$ cat config.mk
export PLATFORM = sky130hd
export DESIGN_NAME = seven_seg_bank
export DESIGN_NICKNAME = d
export VERILOG_FILES = /design/src/rtl/seven_seg_bank.sv
export SDC_FILE = /design/constraint.sdc
export NUM_CORES = 1
export LEC_CHECK = 0
export BUFFER_PORTS_ARGS = -buffer_cell sky130_fd_sc_hd__buf_2
export CAP_MARGIN = 15
export CORE_MARGIN = 2
export CORE_UTILIZATION = 31
export DETAILED_ROUTE_END_ITERATION = 16
export REMOVE_ABC_BUFFERS = 1
export SYNTH_ARGS = -nofsm -noshare
export SYNTH_HDL_FRONTEND = slang
export SYNTH_SLANG_ARGS = --single-unit
$ cat constraint.sdc
create_clock -name i_clk -period 2.7 [get_ports i_clk]
set_clock_uncertainty 0.05 [all_clocks]
set_input_delay 0.54 -clock i_clk [delete_from_list [all_inputs] [get_ports i_clk]]
set_output_delay 0.54 -clock i_clk [all_outputs]
set_load 0.02 [all_outputs]
$ cat src/rtl/seven_seg_bank.sv
// Seven-segment display bank: hex or sequential binary-to-BCD decimal, leading-zero
// blanking and decimal overflow dashes. Optional per-digit blink when SEG_BLINK_EN is defined.
module seven_seg_bank #(
  parameter int NUM_DIGITS = 6,
  parameter int DATA_W     = 20,
  parameter int BLINK_DIV  = 25000000
) (
  input  logic                    i_clk,
  input  logic                    i_rst,
  input  logic                    i_valid,
  output logic                    o_ready,
  input  logic [DATA_W-1:0]       i_value,
  input  logic                    i_mode,
  input  logic                    i_blank_lz,
  input  logic [NUM_DIGITS-1:0]   i_blink_mask,
  output logic [7*NUM_DIGITS-1:0] o_seg,
  output logic                    o_done,
  output logic                    o_ovf
);

  localparam int NIB_W = 4 * NUM_DIGITS;
  localparam int SEG_W = 7 * NUM_DIGITS;

  typedef enum logic [1:0] {IDLE, CONVERT, UPDATE} state_t;

  state_t             state_q, state_d;
  logic [DATA_W-1:0]  value_q, value_d;
  logic [NIB_W-1:0]   bcd_q, bcd_d;
  logic               carry_q, carry_d;
  logic               mode_q, mode_d;
  logic               blank_q, blank_d;
  logic [5:0]         cnt_q, cnt_d;
  logic [SEG_W-1:0]   seg_q, seg_d;
  logic               done_q, done_d;
  logic               ovf_q, ovf_d;

  logic [NIB_W-1:0]   bcd_adj;
  logic [NIB_W-1:0]   nib;
  logic [31:0]        value_ext;
  logic [3:0]         dig;
  logic               seen;

  function automatic logic [6:0] seg_enc(input logic [3:0] d);
    case (d)
      4'h0: seg_enc = 7'b1000000;
      4'h1: seg_enc = 7'b1111001;
      4'h2: seg_enc = 7'b0100100;
      4'h3: seg_enc = 7'b0110000;
      4'h4: seg_enc = 7'b0011001;
      4'h5: seg_enc = 7'b0010010;
      4'h6: seg_enc = 7'b0000010;
      4'h7: seg_enc = 7'b1011000;
      4'h8: seg_enc = 7'b0000000;
      4'h9: seg_enc = 7'b0011000;
      4'hA: seg_enc = 7'b0001000;
      4'hB: seg_enc = 7'b0000011;
      4'hC: seg_enc = 7'b1000110;
      4'hD: seg_enc = 7'b0100001;
      4'hE: seg_enc = 7'b0000110;
      default: seg_enc = 7'b0001110;
    endcase
  endfunction

  assign value_ext = 32'(value_q);
  assign o_ready   = (state_q == IDLE);
  assign o_done    = done_q;
  assign o_ovf     = ovf_q;

  always_comb begin
    state_d = state_q;
    value_d = value_q;
    bcd_d   = bcd_q;
    carry_d = carry_q;
    mode_d  = mode_q;
    blank_d = blank_q;
    cnt_d   = cnt_q;
    seg_d   = seg_q;
    done_d  = 1'b0;
    ovf_d   = ovf_q;
    dig     = '0;
    seen    = 1'b0;

    for (int unsigned k = 0; k < NUM_DIGITS; k++) begin
      bcd_adj[4*k +: 4] = (bcd_q[4*k +: 4] >= 4'd5) ? bcd_q[4*k +: 4] + 4'd3 : bcd_q[4*k +: 4];
    end
    nib = mode_q ? bcd_q : value_ext[NIB_W-1:0];

    case (state_q)
      IDLE: begin
        if (i_valid) begin
          value_d = i_value;
          bcd_d   = '0;
          carry_d = 1'b0;
          mode_d  = i_mode;
          blank_d = i_blank_lz;
          cnt_d   = '0;
          state_d = i_mode ? CONVERT : UPDATE;
        end
      end
      CONVERT: begin
        // A digit carried out of the top BCD position means the value has no
        // room in NUM_DIGITS decimal digits; keep it sticky for the overflow flag.
        carry_d = carry_q | bcd_adj[NIB_W-1];
        bcd_d   = {bcd_adj[NIB_W-2:0], value_q[DATA_W-1]};
        value_d = value_q << 1;
        cnt_d   = cnt_q + 6'd1;
        if (cnt_q == 6'(DATA_W - 1)) state_d = UPDATE;
      end
      UPDATE: begin
        done_d  = 1'b1;
        ovf_d   = mode_q & carry_q;
        state_d = IDLE;
        // Scan from the top digit down so leading zeros can be blanked.
        for (int unsigned k = 0; k < NUM_DIGITS; k++) begin
          dig = nib[4*(NUM_DIGITS-1-k) +: 4];
          if (mode_q && carry_q)
            seg_d[7*(NUM_DIGITS-1-k) +: 7] = 7'b0111111;
          else if (blank_q && !seen && dig == 4'd0 && (k + 1) != NUM_DIGITS)
            seg_d[7*(NUM_DIGITS-1-k) +: 7] = 7'b1111111;
          else
            seg_d[7*(NUM_DIGITS-1-k) +: 7] = seg_enc(dig);
          seen = seen | (dig != 4'd0);
        end
      end
      default: state_d = IDLE;
    endcase
  end

  always_ff @(posedge i_clk or negedge i_rst) begin
    if (!i_rst) begin
      state_q <= IDLE;
      value_q <= '0;
      bcd_q   <= '0;
      carry_q <= 1'b0;
      mode_q  <= 1'b0;
      blank_q <= 1'b0;
      cnt_q   <= '0;
      seg_q   <= '1;
      done_q  <= 1'b0;
      ovf_q   <= 1'b0;
    end else begin
      state_q <= state_d;
      value_q <= value_d;
      bcd_q   <= bcd_d;
      carry_q <= carry_d;
      mode_q  <= mode_d;
      blank_q <= blank_d;
      cnt_q   <= cnt_d;
      seg_q   <= seg_d;
      done_q  <= done_d;
      ovf_q   <= ovf_d;
    end
  end

`ifdef SEG_BLINK_EN
  logic [31:0]      blink_cnt_q, blink_cnt_d;
  logic             phase_q, phase_d;
  logic [SEG_W-1:0] blink_seg;

  always_comb begin
    blink_cnt_d = blink_cnt_q + 32'd1;
    phase_d     = phase_q;
    if (blink_cnt_q == 32'(BLINK_DIV - 1)) begin
      blink_cnt_d = '0;
      phase_d     = ~phase_q;
    end
    for (int unsigned n = 0; n < NUM_DIGITS; n++) begin
      blink_seg[7*n +: 7] = {7{phase_q & i_blink_mask[n]}};
    end
  end

  always_ff @(posedge i_clk or negedge i_rst) begin
    if (!i_rst) begin
      blink_cnt_q <= '0;
      phase_q     <= 1'b0;
    end else begin
      blink_cnt_q <= blink_cnt_d;
      phase_q     <= phase_d;
    end
  end

  assign o_seg = seg_q | blink_seg;
`else
  logic unused_blink;
  assign unused_blink = ^{i_blink_mask, 32'(BLINK_DIV)};
  assign o_seg = seg_q;
`endif

endmodule

==> reports/summary.txt <==
Most frequent cells in the layout: buf_2 (68), nand2_1 (66), dfrtp_1 (56)
Worst path required time: 2930 ps
Slew margin rel.: 0.605
R2R Setup Slk: 190 ps
Outcome: complete, no violations
Clock transition at path regs: 70 ps
DP Worst Slack: 160 ps
Mean Syn Cell Area: 9.54 sq um
Power Total: 9.02 mW
WP data arrival: 2740 ps
Routed vias/inst: 5.13
Synth Cell Area: 0.00623 sq mm
Slew @ Worst Pin: 577 ps
Final WL: 15800 um
Fin. max-slew vios: 0
Period utilization: 0.930
Post-Synthesis Cells: 653
Worst hold path type: in2async
Ant. Diodes: 0
Synth unique cells: 67
Maximum vdd drop: 0.305 mV
Setup_tns: 0 ps
Core Util, Final: 0.373
NumNets Final: 799
Pre-Repair DR Iteration Count: 4
Die ar.: 0.0213 sq mm
Setup Buffers After CTS: 0
Vias in the first global route: 5092
Largest net degree at the start of global routing: 43
Grt total ovfl: 0
Setup CP Type: reg2reg
Crit-path max FO: 25
R2R Path End: o_seg[8]$_DFFE_PN1P_
Initial Util: 0.318
Worst Setup End Kind: flop
DRT iter0 DRCs: 311
CTS tree: yes
Latest clock arrival within the worst-skew pair: 350 ps
Seq/Total Area, Yosys: 0.406
# clock sinks: 99
Final Hold Fails: 0
Worst R2R Path Depth: 6
Critical path launch point type: flop
Maximum clock rate: 398 MHz
I/O pin cnt: 76
Die X: 146 um
Die Ht: 146 um
IO Port Bufs: 69
Initial antenna violation count: 0
Worst setup margin: 188 ps
Total GRT Usage: 0.153
Remaining antenna violation count: 0
Max cap viols: 0
RSZ-0062 raised after global routing: false
Power per standard cell area: 1240 mW/mm^2
Async set-reset flop share out of synthesis: 1.00
Post-DR wirelength/cell: 15.8 um
Final setup vio count: 0
Vias post-DR: 5134
Synth warn: 0
EDFF count, synth: 0
DP HPWL: 11400 um
CTS Buf Count: 9
DRC: 0
Global-route wire length before repair: 26700 um
Top FF cell, synth: dfrtp_1
Leak pwr: 3.20 nW
FF-to-FF Start: mode_q$_DFFE_PN0P_
Layout Area Growth over Synthesis: 17.1%
CORE AREA: 0.0196 sq mm
Root buffer cell: clkbuf_16
Number of synthesized register bits: 99
Layout cells sized above 1: 0.261
Placer congestion estimate: 0.821
Post-route minimum period: 2510 ps
Row count: 51
Htree depth: 3
Clock buffer depth: 2
Most common cell after layout, fill and taps aside: buf_2
==> sequential cells by signal, indices dropped and copies added (netlist names) <==
name	cells
o_ovf	1
blank_q	1
mode_q	1
carry_q	1
bcd_q	24
cnt_q	6
state_q	2
value_q	20
o_seg	42
o_done	1
==> worst max-delay path: stages, from the launching register on <==
cell	delay [ps]
dfrtp_4	560
buf_12	220
mux2i_1	300
ha_1	280
o21ai_1	140
or4_1	650
a41oi_2	230
==> cells by family after synthesis <==
family	Yosys count	share of synthesized area
adder cells (fa/ha/maj)	38	0.0763
AND/OR/NAND/NOR	192	0.157
buffers and inverters	68	0.0462
XOR/XNOR	14	0.0197
AO/OA/AOI/OAI	195	0.216
multiplexers	47	0.0791
flip-flops	99	0.406
==> per-stage QoR <==
stage | hold WS (ps) | instances | cell area (sq um)
2_1_floorplan | 194 | 615 | 6060
3_5_place_dp | 429 | 984 | 7010
5_1_grt | 125 | 1000 | 7300
4_1_cts | 112 | 1000 | 7300
3_3_place_gp | 427 | 984 | 7010
6_report | 101 | 1000 | 7300
==> layout make-up <==
type	instances	area, sq um
fillers	1999	12300
multi-input cells	486	3410
flip-flops and latches	99	2530
repair buffers	104	623
well taps	265	332
clock buffers	12	256
inverters	30	113
clock inverters	4	26.3
==> layer usage <==
layer  part of all wire  track usage  vias up
met3              0.032       0.0235       14
met4              0.015       0.0446        0
met1               0.49        0.207     2493
li1                   -            -     2547
met2               0.47        0.252       80
met5                  0            0        -
==> worst max-delay path by stage <==
stage | start | end | slack [ps]
2_1_floorplan | mode_q$_DFFE_PN0P_ | o_seg[13]$_DFFE_PN1P_ | -650
3_3_place_gp | mode_q$_DFFE_PN0P_ | o_seg[13]$_DFFE_PN1P_ | 190
3_5_place_dp | mode_q$_DFFE_PN0P_ | o_seg[13]$_DFFE_PN1P_ | 160
4_1_cts | mode_q$_DFFE_PN0P_ | o_seg[13]$_DFFE_PN1P_ | 130
5_1_grt | mode_q$_DFFE_PN0P_ | o_seg[8]$_DFFE_PN1P_ | 30
6_report | mode_q$_DFFE_PN0P_ | o_seg[8]$_DFFE_PN1P_ | 190
==> cells in the mapped netlist (all sizes together) (6+ instances only) <==
cell | instances | share of area
ha | 38 | 0.076
o32a | 9 | 0.014
clkbuf | 27 | 0.016
o211ai | 10 | 0.014
a22o | 7 | 0.0098
nor3b | 8 | 0.010
o32ai | 6 | 0.0084
o22a | 6 | 0.0084
inv | 30 | 0.018
dfrtp | 57 | 0.23
a32o | 6 | 0.0096
nor3 | 12 | 0.011
o21ai | 45 | 0.037
mux2 | 15 | 0.027
dfstp | 42 | 0.18
nand2 | 66 | 0.040
mux2i | 32 | 0.052
xnor2 | 8 | 0.011
a21oi | 44 | 0.036
o22ai | 8 | 0.0080
nor2 | 43 | 0.026
and3b | 17 | 0.024
nand3 | 11 | 0.0088
a31oi | 14 | 0.015
o31ai | 13 | 0.016
xor2 | 6 | 0.0084
buf | 11 | 0.012
nand2b | 12 | 0.012
==> power breakdown <==
| part | switching (mW) | total [mW] | leakage [nW] | internal, mW |
|---|---|---|---|---|
| clock network | 0.583 | 1.26 | 0.139 | 0.675 |
| registers | 0.471 | 2.77 | 1.20 | 2.30 |
| logic | 2.96 | 4.99 | 1.87 | 2.03 |
==> what timing repair did <==
item                       4_1_cts  5_1_grt
setup endpoints to repair        0        6
hold buffers                     0        0
gates resized for setup          0        1
(Power assumes the default switching activity.)
